`src/rtl/game_pkg.sv`:
```
// Shared constants for the memory-game datapath: FSM encoding, level codes and slot geometry.
package game_pkg;

    localparam int GAME_MAX_SLOTS = 16;
    localparam int GAME_IDX_W     = 3;

    localparam int DEF_LV1_SLOTS = 8;
    localparam int DEF_LV2_SLOTS = 12;
    localparam int DEF_LV3_SLOTS = 16;

    localparam logic [1:0] LV_INVALID = 2'd0;
    localparam logic [1:0] LV1        = 2'd1;
    localparam logic [1:0] LV2        = 2'd2;
    localparam logic [1:0] LV3        = 2'd3;

    localparam logic [2:0] ST_IDLE  = 3'd0;
    localparam logic [2:0] ST_GEN   = 3'd1;
    localparam logic [2:0] ST_SHOW  = 3'd2;
    localparam logic [2:0] ST_INPUT = 3'd3;
    localparam logic [2:0] ST_CHECK = 3'd4;
    localparam logic [2:0] ST_GAP   = 3'd5;
    localparam logic [2:0] ST_DONE  = 3'd6;

    function automatic logic [4:0] slots_for_level(input logic [1:0] lv,
                                                   input int s1, input int s2, input int s3);
        case (lv)
            LV1:     return 5'(s1);
            LV2:     return 5'(s2);
            LV3:     return 5'(s3);
            default: return 5'd0;
        endcase
    endfunction

endpackage

```
`src/rtl/pattern_compare.sv`:
```
// Masked slot comparator: match is high when every slot below active_slots agrees.
module pattern_compare
    import game_pkg::*;
#(
    parameter int MAX_SLOTS = GAME_MAX_SLOTS,
    parameter int IDX_W     = GAME_IDX_W
) (
    input  logic [MAX_SLOTS*IDX_W-1:0] pattern,
    input  logic [MAX_SLOTS*IDX_W-1:0] player_inp,
    input  logic [4:0]                 active_slots,
    output logic                       match
);

    always_comb begin
        match = 1'b1;
        for (int i = 0; i < MAX_SLOTS; i++) begin
            if ((i < int'(active_slots)) &&
                (pattern[i*IDX_W +: IDX_W] != player_inp[i*IDX_W +: IDX_W]))
                match = 1'b0;
        end
    end

endmodule

```
`src/rtl/game_round_controller.sv`:
```
// Round sequencer for the memory game: GEN -> SHOW -> INPUT -> CHECK -> GAP, repeated NUM_ROUNDS times,
// using single-cycle req pulses and done inputs that are only honoured in their own state.
module game_round_controller
    import game_pkg::*;
#(
    parameter int MAX_SLOTS      = GAME_MAX_SLOTS,
    parameter int IDX_W          = GAME_IDX_W,
    parameter int LV1_SLOTS      = DEF_LV1_SLOTS,
    parameter int LV2_SLOTS      = DEF_LV2_SLOTS,
    parameter int LV3_SLOTS      = DEF_LV3_SLOTS,
    parameter int NUM_ROUNDS     = 10,
    parameter int POINTS_PER_WIN = 10,
    parameter int SCORE_W        = 7,
    parameter int GAP_CYCLES     = 4,
    parameter int TIMEOUT_CYCLES = 0
) (
    input  logic                       clk,
    input  logic                       rst,
    input  logic                       start,
    input  logic [1:0]                 level,
    input  logic [MAX_SLOTS*IDX_W-1:0] pattern,
    input  logic [MAX_SLOTS*IDX_W-1:0] player_inp,
    output logic                       gen_req,
    input  logic                       gen_done,
    output logic                       show_req,
    input  logic                       show_done,
    output logic                       inp_req,
    input  logic                       inp_done,
    output logic [4:0]                 active_slots,
    output logic [4:0]                 round_count,
    output logic [4:0]                 win_count,
    output logic                       round_win,
    output logic [SCORE_W-1:0]         score,
    output logic                       game_over,
    output logic                       busy
);

    localparam int TO_W  = (TIMEOUT_CYCLES > 1) ? $clog2(TIMEOUT_CYCLES) : 1;
    localparam int GAP_W = (GAP_CYCLES > 1) ? $clog2(GAP_CYCLES) : 1;

    logic [2:0]                 state;
    logic [1:0]                 lvl;
    logic [MAX_SLOTS*IDX_W-1:0] pat_q;
    logic [MAX_SLOTS*IDX_W-1:0] inp_q;
    logic [TO_W-1:0]            to_cnt;
    logic [GAP_W-1:0]           gap_cnt;
    logic                       timed_out;
    logic                       match;
    logic                       win;
    logic                       timeout_hit;
    logic [4:0]                 rounds_next;
    logic [4:0]                 wins_next;

    pattern_compare #(
        .MAX_SLOTS (MAX_SLOTS),
        .IDX_W     (IDX_W)
    ) u_cmp (
        .pattern      (pat_q),
        .player_inp   (inp_q),
        .active_slots (active_slots),
        .match        (match)
    );

    assign active_slots = slots_for_level(lvl, LV1_SLOTS, LV2_SLOTS, LV3_SLOTS);
    assign game_over    = (state == ST_DONE);
    assign busy         = (state != ST_IDLE) && (state != ST_DONE);
    assign win          = !timed_out && match;
    assign rounds_next  = round_count + 5'd1;
    assign wins_next    = win_count + {4'd0, win};
    assign timeout_hit  = (TIMEOUT_CYCLES > 0) && (to_cnt == TO_W'(TIMEOUT_CYCLES - 1));

    always_ff @(posedge clk or posedge rst) begin
        if (rst) begin
            state       <= ST_IDLE;
            lvl         <= LV_INVALID;
            pat_q       <= '0;
            inp_q       <= '0;
            to_cnt      <= '0;
            gap_cnt     <= '0;
            timed_out   <= 1'b0;
            round_count <= '0;
            win_count   <= '0;
            score       <= '0;
            round_win   <= 1'b0;
            gen_req     <= 1'b0;
            show_req    <= 1'b0;
            inp_req     <= 1'b0;
        end else begin
            gen_req   <= 1'b0;
            show_req  <= 1'b0;
            inp_req   <= 1'b0;
            round_win <= 1'b0;
            case (state)
                ST_IDLE, ST_DONE: begin
                    if (start) begin
                        if (level != LV_INVALID) begin
                            lvl         <= level;
                            round_count <= '0;
                            win_count   <= '0;
                            score       <= '0;
                            timed_out   <= 1'b0;
                            gen_req     <= 1'b1;
                            state       <= ST_GEN;
                        end else if (state == ST_DONE) begin
                            lvl         <= LV_INVALID;
                            round_count <= '0;
                            win_count   <= '0;
                            score       <= '0;
                            pat_q       <= '0;
                            inp_q       <= '0;
                            timed_out   <= 1'b0;
                            state       <= ST_IDLE;
                        end
                    end
                end
                ST_GEN: begin
                    if (gen_done) begin
                        pat_q    <= pattern;
                        show_req <= 1'b1;
                        state    <= ST_SHOW;
                    end
                end
                ST_SHOW: begin
                    if (show_done) begin
                        inp_req   <= 1'b1;
                        to_cnt    <= '0;
                        timed_out <= 1'b0;
                        state     <= ST_INPUT;
                    end
                end
                ST_INPUT: begin
                    // A real inp_done takes priority over a timeout landing in the same cycle.
                    if (inp_done) begin
                        inp_q <= player_inp;
                        state <= ST_CHECK;
                    end else if (timeout_hit) begin
                        timed_out <= 1'b1;
                        state     <= ST_CHECK;
                    end else begin
                        to_cnt <= to_cnt + 1'b1;
                    end
                end
                ST_CHECK: begin
                    round_count <= rounds_next;
                    win_count   <= wins_next;
                    round_win   <= win;
                    if (rounds_next == 5'(NUM_ROUNDS)) begin
                        score <= SCORE_W'(32'(wins_next) * POINTS_PER_WIN);
                        state <= ST_DONE;
                    end else begin
                        gap_cnt <= '0;
                        state   <= ST_GAP;
                    end
                end
                ST_GAP: begin
                    if (gap_cnt == GAP_W'(GAP_CYCLES - 1)) begin
                        gen_req <= 1'b1;
                        state   <= ST_GEN;
                    end else begin
                        gap_cnt <= gap_cnt + 1'b1;
                    end
                end
                default: state <= ST_IDLE;
            endcase
        end
    end

endmodule

```
`config.mk`:
```
export PLATFORM = sky130hd
export DESIGN_NAME = game_round_controller
export DESIGN_NICKNAME = d
export VERILOG_FILES = /design/src/rtl/game_pkg.sv /design/src/rtl/pattern_compare.sv /design/src/rtl/game_round_controller.sv
export SDC_FILE = /design/constraint.sdc
export NUM_CORES = 1
export LEC_CHECK = 0
export CORE_ASPECT_RATIO = 0.6
export CORE_MARGIN = 5
export CORE_UTILIZATION = 40
export CTS_CLUSTER_DIAMETER = 80
export CTS_CLUSTER_SIZE = 28
export DETAILED_ROUTE_END_ITERATION = 6
export PLACE_DENSITY = 0.73
export SKIP_CTS_REPAIR_TIMING = 1
export SYNTH_ARGS = -nofsm -noshare
export SYNTH_HDL_FRONTEND = slang
export SYNTH_HIERARCHICAL = 1
export SYNTH_SLANG_ARGS = --single-unit
```
`constraint.sdc`:
```
create_clock -name clk -period 10.4 [get_ports clk]
set_input_delay 2.6 -clock clk [delete_from_list [all_inputs] [get_ports clk]]
set_output_delay 2.6 -clock clk [all_outputs]
set_load 0.05 [all_outputs]
```
## Yosys cells after proc, flatten, opt, wreduce, memory -nomap -nowiden

Cells that the tools add are included.

- Word-level logic and storage cells: 171
- Bits in registers: 125

- Reductions and logical operators: 37
- $lt $le $gt $ge: 16
- Muxes and demuxes: 62
- Multiply operators: 1
- Eq/ne operators: 39
- $add $sub $neg: 3

Operator list:

| operator | count |
|---|---|
| $mux W48 | 5 |
| $pmux W48 S2 | 2 |
| $ne A3 B3 Y1 | 16 |
| $lt A4 B5 Y1 const A | 8 |
| $mux W1 | 28 |
| $mux W7 | 4 |
| $mux W3 | 7 |
| $lt A3 B5 Y1 const A | 4 |
| $ne A2 B2 Y1 const B | 10 |
| $pmux W5 S2 | 2 |
| $logic_and A1 B1 Y1 | 18 |
| $pmux W3 S6 | 1 |
| $mux W5 | 3 |
| $pmux W5 S3 | 1 |
| $pmux W7 S2 | 1 |
| $reduce_bool A2 Y1 | 7 |
| $lt A1 B5 Y1 const A | 2 |
| $lt A2 B5 Y1 const A | 2 |
| $mux W2 | 5 |
| $reduce_and A5 Y1 | 2 |
| $eq A3 B3 Y1 const B | 3 |
| $reduce_and A3 Y1 | 3 |
| $reduce_and A4 Y1 | 2 |
| $eq A2 B2 Y1 const B | 3 |
| 16 further kinds | 19 |

## Depth between registers and ports, before layout

Gate-level depths: netlist of the first run.

- Word-level depth: 25
- Depth in mapped cells: 18
- Depth with buffers taken out: 18

## Cells and area by module

Netlist of the first run, hierarchy kept.

Modules (own cells, without submodules):

| module | cells each | sequential area each (um^2) | area each (um^2) | times used |
|---|---|---|---|---|
| game_round_controller | 576 | 3078.0 | 5426.5 | 1 |
| pattern_compare | 93 | 0.0 | 710.7 | 1 |

## Worst setup path before layout of the first run

No wires, ideal clock.

- Path type: register to register
- Start: reg lvl[0]
- End: reg score[6]
- Period minus slack after synthesis: 3936 ps
- Path slack: 6464 ps
- Cell stages (with the launch flop): 19
- Required time: 10279 ps
- Arrival time: 3815 ps
- Buffers on the path: 0
- Cell sequence: dfrtp_1 -> inv_1 -> ha_1 -> inv_1 -> nor2_1 -> a32oi_1 -> o32ai_1 -> o2111ai_1 -> nor4_2 -> ha_1 -> nand3_1 -> xor2_1 -> inv_1 -> ha_1 -> ha_1 -> fa_1 -> xor2_1 -> xnor2_1 -> a22o_1

- Longest elaborated chain between the ends: 25

RTL lines:

| what | line | source |
|---|---|---|
| start, declared | game_round_controller.sv:42 | `logic [1:0] lvl;` |
| start signal, assigned | game_round_controller.sv:97 | `lvl <= level;` |
| $eq A2 B2 Y1 or $eq A2 B1 Y1 (tied branches) | game_pkg.sv:26 | `case (lv)` |
| $pmux W5 S3 (*) | game_pkg.sv:26 |  |
| net active_slots[3] | game_round_controller.sv:29 | `output logic [4:0] active_slots,` |
| $lt A1 B5 Y1 | pattern_compare.sv:17 | `if ((i < int'(active_slots)) &&` |
| $logic_and A1 B1 Y1 | pattern_compare.sv:17 |  |
| $mux W1 (15 in series) | pattern_compare.sv:17 |  |
| $mux W1 (*) | pattern_compare.sv:17 |  |
| net match | game_round_controller.sv:48 | `logic match;` |
| $logic_and A1 B1 Y1 (*) | game_round_controller.sv:67 | `assign win = !timed_out && match;` |
| $add A5 B1 Y5 (*) | game_round_controller.sv:69 | `assign wins_next = win_count + {4'd0, win};` |
| $mul A5 B3 Y6 (*) | game_round_controller.sv:148 | `score <= SCORE_W'(32'(wins_next) * POINTS_PER_WIN);` |
| $mux W7 (*) | game_round_controller.sv:147 | `if (rounds_next == 5'(NUM_ROUNDS)) begin` |
| $pmux W7 S2 (*) | game_round_controller.sv:93 | `case (state)` |
| end signal, assigned | game_round_controller.sv:148 |  |
| end, declared | game_round_controller.sv:33 | `output logic [SCORE_W-1:0] score,` |

The timed path passes the listed nets; every way through them passes the cells marked *. The select of a mux whose other input is x is not followed.
A chain may end at the register's enable or synchronous reset.

## Final worst setup path of the first run

- Start: reg state[2]
- End: out game_over

- Longest elaborated chain between the ends: 1

RTL lines:

| what | line | source |
|---|---|---|
| start, declared | game_round_controller.sv:41 | `logic [2:0] state;` |
| start signal, assigned | game_round_controller.sv:74 | `state <= ST_IDLE;` |
| start signal, assigned | game_round_controller.sv:103 | `state <= ST_GEN;` |
| start signal, assigned | game_round_controller.sv:112 | `state <= ST_IDLE;` |
| $eq A3 B3 Y1 | game_round_controller.sv:65 | `assign game_over = (state == ST_DONE);` |
| end, declared | game_round_controller.sv:34 | `output logic game_over,` |

Every way passes these cells.

==> run_results.csv, run 1 <==
group,metric,value,unit
outcome,outcome,"completed",
placed_design,dpl.cell_count,977,
grt,grtUsageMet2,24.1,%
critical_path,path_class,"reg2out",
logic_synthesis,yosysTopAreaCell,"dfrtp_1",
job,cap_violations,0,
sta,tightest_slew,0.984,ns
routing,drtIter0Drc,245,
floorplan,io_pins,132,
grt,grtUsageTotal,18.0,%
floorplan,die_h,106,microns
clock_network,cts-root-buf,"clkbuf_16",
placed_design,port_buffers,128,
clock_network,numClockSinks,123,
final_layout,final_core_util,53.7,%
floorplan,initial_core_util,40.4,%
critical_path,slowest_delay,0.80,ns
critical_path,arrival,2.50,ns
sta,drv_slew,0,
final_layout,drive_gt1_share,6.82,%
logic_synthesis,yosys_warnings,6,
logic_synthesis,synth.most_common_cell,"nand2_1",
routing,vias,5022,
sta,fin_crit,5.10,ns
critical_path,r2r_setup_slack,6.05,ns
pwr,power.leakage,3.68,nW
final_layout,multi_input_area,2820,sq um
pwr,p_per_area,300,nW/um^2
clock_network,htree_num_levels,4,
logic_synthesis,post-synth-top-area-fraction,50.2,%
logic_synthesis,synth_flop_cell,"dfrtp_1",
clock_network,clk_pin_slew,0.06,ns
floorplan,dieArea,18000,sq um
grt,gr-usage-met1,28.1,%
sta,fin_crit_sh,49.1,%
logic_synthesis,synthesis.area,6140,sq um
sta,fin_skew,0.0108,ns
routing,wire_per_inst,15.7,microns
critical_path,required,7.80,ns
pwr,netSwitchingFraction,39.7,%
sta,finalHoldViolCount,0,
clock_network,cts_buffers,17,
grt,grt_pass1_wl,25700,microns
grt,grtUsageMet3,5.54,%
final_layout,antenna_cells,0,
logic_synthesis,synthTopCellsByArea,"dfrtp_1 50%, nand2_1 13%, xnor2_1 7.0%, nand3_1 5.4%, o21ai_1 3.3%",
placed_design,post-dp-hpwl,11000,microns
critical_path,regToRegEndpoint,"score[6]",
logic_synthesis,syn_area_per_cell,9.17,sq um
sta,max_freq,0.196,GHz
grt,grt_pass1_vias,4953,
final_layout,fin_nets,909,
final_layout,finalNonFillerCells,1009,
critical_path,slowest_stage,"clkdlybuf4s50_1",
clock_network,clock_latency,0.40,ns
logic_synthesis,synth-edff-count,0,
sta,slew_headroom,34.4,%
grt,overflow,0,
logic_synthesis,syn_inst,669,
routing,vias_per_cell,4.98,
pwr,pwr-share-clk,25.9,%
placed_design,gp_congestion,0.856,
grt,antenna_found_initial,1,
pwr,p_seq_share,33.5,%
final_layout,area_delta_synth_final,33.0,%
pwr,p_switching,0.973,mW
logic_synthesis,synth_seq_area_share,50.2,%
routing,drtPass1Iterations,5,
critical_path,worstPathMaxFanout,19,
grt,busiest_layer,"met1",
sta,setup_viol,0,
placed_design,place_ws,5.75,ns
logic_synthesis,async_flop_share,100,%
placed_design,dpl_cell_area,7520,sq um
hold_path,hold_depth,2,
logic_synthesis,ys_types,58,
final_layout,seqCellArea,3080,sq um
routing,wl,15800,microns
floorplan,dieWidth,170,microns
critical_path,setup.worst_path.start_class,"flip-flop",
pwr,pwr-share-comb,40.6,%
final_layout,fillers,1356,
critical_path,cp_cell_sequence,"nor2b_4 > nand2_1 > inv_2 > clkdlybuf4s50_1",
sta,setup_slack,5.30,ns
grt,grt_max_degree,97,
clock_network,clk_path_buf_depth,2,
critical_path,endpoint_kind,"primary output",
pwr,ir_drop,0.122,mV
sta,grt_setup_unrepaired,"false",
clock_network,cts_tree,"built",
logic_synthesis,ys_ff_latch,123,
hold_path,min_path_type,"reg2reg",
floorplan,rows,35,
hold_path,holdPathEnd,"inp_q[29]",
hold_path,min_from,"inp_q[29]",
critical_path,reg2reg_depth,18,
sta,final.setup.tns,0,ns
routing,drc,0,
final_layout,postLayoutCellArea,8160,sq um
pwr,internal_power,1.47,mW
floorplan,core,15200,sq um
logic_synthesis,synth_common_cells,"212 x nand2_1, 123 x dfrtp_1, 66 x nand3_1, 49 x xnor2_1, 41 x o21ai_1",
critical_path,reg2reg_from,"lvl[0]",
routing,final_antenna_net_count,0,
[cell usage in the layout, fill, tap and decap left out, drive strengths merged, types with 7 or more instances in the layout]
master and n:
dfrtp 123, conb 14, nand2 212, clkbuf 19
inv 15, ha 11, nand3 66, nor2 7
o21ai 68, xor2 8, clkdlybuf4s50 128, a22o 10
a31oi 7, xnor2 49
[through the flow]
step / total power [mW] / hold WS, ns
detailed placement: 1.82 / 0.476
global route: 2.62 / 0.503
CTS: 2.47 / 0.489
global placement: 1.80 / 0.470
floorplan: 1.54 / 0.457
finish: 2.45 / 0.484
[worst max-delay path by stage]
stage	startpoint	to	slack [ns]	cells after the start
after floorplan	rst	gap_cnt[0]	4.53	1
after global placement	state[2]	game_over	5.75	4
after detailed placement	state[2]	game_over	5.75	4
after CTS	state[2]	game_over	5.30	4
after global routing	state[2]	game_over	5.19	4
final	state[2]	game_over	5.30	4
[power groups by stage]
stage / registers, mW / clock network, mW / logic (mW)
3_5_place_dp: 0.826 / 0 / 0.997
4_1_cts: 0.821 / 0.644 / 1.00
3_3_place_gp: 0.821 / 0 / 0.982
5_1_grt: 0.848 / 0.666 / 1.10
2_1_floorplan: 0.808 / 0 / 0.732
6_report: 0.820 / 0.633 / 0.994
[registers in the layout, indices dropped and copies added (netlist names)]
signal	count
gap_cnt	2
win_count	5
inp_req	1
gen_req	1
pat_q	48
state	3
show_req	1
inp_q	48
round_win	1
score	6
lvl	2
round_count	5
[routing by layer]
| layer | routed length, microns | up-vias | share of wire, % |
|---|---|---|---|
| met3 | 1190 | 13 | 7.5 |
| met5 | 9 | - | 0.057 |
| met2 | 6230 | 153 | 39 |
| li1 | - | 2484 | - |
| met4 | 142 | 2 | 0.90 |
| met1 | 8250 | 2370 | 52 |
[critical path, delay by kind of cell, from the launching register on]
kind,cells,cell delay [ns]
buffers and inverters,2,0.91
AND/OR/NAND/NOR,2,0.41
flip-flops,1,0.77
[logic make-up (layout without fill, tap and decap cells)]
| group | Yosys count | in the layout | share of synthesized area [%] |
|---|---|---|---|
| other | 1 | 14 | 0.0611 |
| XOR/XNOR | 57 | 57 | 8.13 |
| AND/OR/NAND/NOR | 306 | 306 | 21.8 |
| AO/OA/AOI/OAI | 112 | 112 | 11.5 |
| adder cells (fa/ha/maj) | 12 | 12 | 2.57 |
| multiplexers | 4 | 4 | 0.693 |
| flip-flops | 123 | 123 | 50.2 |
| buffers and inverters | 54 | 178 | 5.10 |
[area by class of cell]
class | count | area share, %
tap | 203 | 3.11
multi-input combinational | 505 | 34.5
timing repair buffer | 133 | 16.2
inverter | 13 | 0.629
clock inverter | 13 | 2.32
sequential | 123 | 37.7
clock buffer | 19 | 5.55
Note: power is estimated with default switching activity, not from simulation.
==> run 2: changes to the inputs <==
- clock period: 10.4 -> 4.7 ns (I/O delays scaled with it)
==> run_results.csv, run 2 (synthesis results as in run 1) <==
group,metric,value,unit
final_layout,multi_input_area,2820,sq um
sta,fin_crit,4.16,ns
routing,drtIter0Drc,426,
routing,wl_met3,1280,microns
grt,antenna_found_initial,0,
clock_network,cts_buffers,17,
placed_design,port_buffers,128,
critical_path,slowest_stage,"nor4_2",
sta,drv_slew,0,
final_layout,fillers,1394,
hold_path,hold_depth,2,
placed_design,dpl.cell_count,979,
final_layout,finalNonFillerCells,1008,
floorplan,core,15200,sq um
grt,grt_pass1_vias,5026,
critical_path,crit_path_frequent_cell,"ha_1",
critical_path,slowest_delay,0.43,ns
grt,grt_pass1_wl,26100,microns
final_layout,final_core_util,53.4,%
grt,overflow,0,
job,cap_violations,0,
clock_network,numClockSinks,123,
floorplan,initial_core_util,40.4,%
critical_path,cp_cell_sequence,"inv_1 > ha_1 > inv_1 > nor2_1 > a32oi_1 > o32ai_1 > o2111ai_1 > nor4_2 > ha_1 > nand3_1 > xor2_1 > inv_1 > ha_1 > ha_1 > fa_1 > xor2_1 > xnor2_1 > a22o_1",
final_layout,drive_gt1_share,6.34,%
final_layout,seqCellArea,3080,sq um
routing,wl_met1,8150,microns
critical_path,worstPathMaxFanout,9,
grt,grt_max_degree,97,
critical_path,reg2reg_depth,18,
routing,drc,0,
final_layout,final_common_cell,"nand2_1",
floorplan,rows,35,
grt,grtUsageTotal,18.4,%
sta,final.setup.tns,0,ns
placed_design,gp_congestion,0.879,
critical_path,cp.buffers_inverters,3,
routing,vias,5091,
final_layout,antenna_cells,0,
pwr,power.leakage,3.67,nW
routing,wl_met2,6590,microns
sta,finalHoldViolCount,0,
floorplan,die_h,106,microns
routing,drtPass1Iterations,5,
clock_network,htree_num_levels,4,
critical_path,path_depth,18,
routing,dr.max_layer_used,"met4",
final_layout,fin_nets,911,
placed_design,place_ws,0.547,ns
placed_design,post-dp-hpwl,11500,microns
sta,slew_headroom,33.7,%
floorplan,dieWidth,170,microns
sta,hold_ws,0.485,ns
final_layout,area_delta_synth_final,32.3,%
floorplan,io_pins,132,
sta,setup_slack,0.545,ns
critical_path,setup.worst_path.start_class,"flip-flop",
clock_network,cts-root-buf,"clkbuf_16",
clock_network,cts_tree,"built",
critical_path,arrival,4.46,ns
routing,wire_per_inst,16.1,microns
sta,grt_setup_unrepaired,"false",
routing,final_antenna_net_count,0,
final_layout,reg_top3,"inp_q (48), pat_q (48), score (6)",
sta,max_freq,0.241,GHz
routing,vias_per_cell,5.05,
final_layout,mostFrequentLayoutCells,"212 x nand2_1, 128 x clkdlybuf4s50_1, 123 x dfrtp_1",
floorplan,dieArea,18000,sq um
routing,wl,16200,microns
pwr,ir_drop,0.294,mV
outcome,outcome,"completed",
critical_path,path_class,"reg2reg",
sta,fin_skew,0.00980,ns
sta,setup_viol,0,
sta,tightest_slew,0.992,ns
pwr,p_per_area,657,nW/um^2
clock_network,clk_path_buf_depth,2,
sta,fin_crit_sh,88.4,%
clock_network,clock_latency,0.41,ns
critical_path,crit_family,"adder cells",
critical_path,required,5.00,ns
clock_network,clk_pin_slew,0.05,ns
hold_path,min_path_type,"reg2reg",
critical_path,endpoint_kind,"flip-flop",
run 2: power breakdown:
part           switching (mW)  total, mW  internal, mW
registers               0.325       1.80          1.47
clock network           0.448       1.28         0.835
logic                    1.37       2.25         0.880
total                    2.14       5.33          3.19
run 2: final cells by class:
cell class	count	share of cell area (%)
Clock inverter	8	1.50
Sequential cell	123	37.9
Timing Repair Buffer	135	16.6
Clock buffer	21	5.55
Tap cell	203	3.13
Inverter	13	0.632
Multi-Input combinational cell	505	34.7
run 2: final timing paths:
kind | from | endpoint | slack (ns)
worst min-delay path | inp_q[29] | inp_q[29] | 0.48
worst max register to register | lvl[0] | score[6] | 0.54
min in group asynchronous | rst | score[4] | 1.23
worst max-delay path | lvl[0] | score[6] | 0.54
max in group asynchronous | rst | inp_q[27] | 2.66
worst min register to register | inp_q[29] | inp_q[29] | 0.48
run 2: per-stage QoR:
step                      instance area (sq um)  total power [mW]
final                                      8120              5.33
after global routing                       8120              5.70
after CTS                                  8120              5.35
after detailed placement                   7550              4.04
after global placement                     7550              3.98
after floorplan                            6190              3.41
run 2: per-layer routing:
layer	track usage [%]	vias up
met5	0	-
met4	5.53	0
met3	4.94	27
met2	24.9	168
met1	28.4	2409
li1	-	2487
run 2: worst register-to-register path, cell delays in order (launching register included):
cell and delay, ns:
dfrtp_1 0.36, inv_1 0.05, ha_1 0.27, inv_1 0.13, nor2_1 0.24, a32oi_1 0.10
o32ai_1 0.23, o2111ai_1 0.18, nor4_2 0.43, ha_1 0.24, nand3_1 0.09, xor2_1 0.28
inv_1 0.08, ha_1 0.31, ha_1 0.21, fa_1 0.37, xor2_1 0.16, xnor2_1 0.12
a22o_1 0.19
==> run 3: changes to the inputs <==
- CORE_ASPECT_RATIO: 0.6 -> 1.25
==> run_results.csv, run 3 (synthesis results as in run 1) <==
group,metric,value,unit
sta,max_freq,0.239,GHz
clock_network,clk_path_buf_depth,2,
clock_network,clock_latency,0.40,ns
job,cap_violations,0,
sta,fin_skew,0.00819,ns
grt,grt_pass1_wl,25500,microns
final_layout,area_delta_synth_final,32.0,%
routing,final_antenna_net_count,0,
sta,finalHoldViolCount,0,
pwr,ir_drop,0.448,mV
hold_path,hold_depth,2,
final_layout,final_common_cell,"nand2_1",
critical_path,cp-startpoint,"lvl[0]",
sta,fin_crit_sh,89.1,%
final_layout,mostFrequentLayoutCells,"212 x nand2_1, 128 x clkdlybuf4s50_1, 123 x dfrtp_1",
routing,wl,15600,microns
final_layout,seqCellArea,3080,sq um
hold_path,min_from,"inp_q[7]",
floorplan,die_h,148,microns
final_layout,reg_top3,"inp_q (48), pat_q (48), score (6)",
grt,overflow,0,
sta,drv_slew,0,
final_layout,fillers,1401,
final_layout,antenna_cells,0,
placed_design,gp_congestion,0.815,
grt,grtUsageTotal,17.9,%
routing,drc,0,
clock_network,cts-root-buf,"clkbuf_16",
floorplan,rows,50,
sta,fin_crit,4.19,ns
pwr,power.leakage,3.66,nW
placed_design,post-dp-hpwl,11300,microns
grt,antenna_found_initial,0,
clock_network,numClockSinks,123,
routing,vias_per_cell,5.01,
critical_path,setup.worst_path.start_class,"flip-flop",
critical_path,reg2reg_depth,18,
critical_path,required,4.99,ns
sta,tightest_slew,1.00,ns
grt,grt_pass1_vias,5134,
critical_path,reg2reg_from,"lvl[0]",
floorplan,io_pins,132,
floorplan,initial_core_util,40.9,%
sta,slew_headroom,33.2,%
hold_path,min_path_type,"reg2reg",
clock_network,cts_buffers,17,
critical_path,r2r_setup_slack,0.51,ns
final_layout,fin_nets,912,
outcome,outcome,"completed",
routing,wire_per_inst,15.8,microns
critical_path,worstPathMaxFanout,9,
clock_network,clk_pin_slew,0.05,ns
routing,drtPass1Iterations,6,
clock_network,cts_tree,"built",
clock_network,htree_num_levels,4,
pwr,p_per_area,651,nW/um^2
routing,vias,4963,
critical_path,arrival,4.47,ns
critical_path,path_class,"reg2reg",
final_layout,final_core_util,54.0,%
floorplan,dieWidth,121,microns
floorplan,dieArea,17900,sq um
placed_design,port_buffers,128,
final_layout,drive_gt1_share,7.17,%
sta,setup_viol,0,
routing,drtIter0Drc,247,
final_layout,multi_input_area,2820,sq um
floorplan,core,15000,sq um
grt,grt_max_degree,75,
sta,grt_setup_unrepaired,"false",
sta,final.setup.tns,0,ns
critical_path,endpoint_kind,"flip-flop",
## run 3: changes by cell type in the layout (fill, tap and decap cells not counted), moves of 2 or more
cell,change
clkinv_4,+2
clkbuf_1,-3
clkinvlp_4,+4
buf_4,+2
## run 3: critical path, stage by stage (launching register included)
cell	delay [ns]
dfrtp_1	0.37
inv_1	0.06
ha_1	0.27
inv_1	0.12
nor2_1	0.27
a32oi_1	0.10
o32ai_1	0.23
o2111ai_1	0.17
nor4_2	0.42
ha_1	0.26
nand3_1	0.10
xor2_1	0.26
inv_1	0.08
ha_1	0.30
ha_1	0.21
fa_1	0.37
xor2_1	0.16
xnor2_1	0.12
a22o_1	0.21
## run 3: final timing paths
| path | end |
|---|---|
| worst max-delay path | score[6] |
| worst min register to register | inp_q[7] |
| min in group asynchronous | inp_q[3] |
| worst min-delay path | inp_q[7] |
| max in group asynchronous | pat_q[39] |
| worst max register to register | score[6] |
## run 3: layer usage
layer | routed length [microns] | GRT usage, %
met1 | 6580 | 22.4
met2 | 8320 | 31.8
met4 | 108 | 4.48
met5 | 0 | 0
met3 | 613 | 3.20
## run 3: through the flow
stage | hold WS, ns | power [mW] | worst slack (ns) | instances | instance area (sq um)
after floorplan | 0.457 | 3.41 | 0.254 | 682 | 6190
after global placement | 0.470 | 3.99 | 0.663 | 959 | 7510
after detailed placement | 0.477 | 4.04 | 0.493 | 959 | 7510
after CTS | 0.489 | 5.33 | 0.484 | 991 | 8100
after global routing | 0.506 | 5.65 | 0.146 | 991 | 8100
final | 0.482 | 5.28 | 0.513 | 991 | 8100
## run 3: final cells by class
class,count,area share (%)
timing repair buffer,136,16.6
sequential,123,38.0
clock inverter,14,1.82
inverter,13,0.633
multi-input combinational,505,34.8
tap,182,2.81
clock buffer,18,5.42
## run 3: power by group
part           total [mW]  switching (mW)  internal [mW]
Clock                1.26           0.470          0.794
Sequential           1.81           0.338           1.47
Combinational        2.20            1.33          0.877
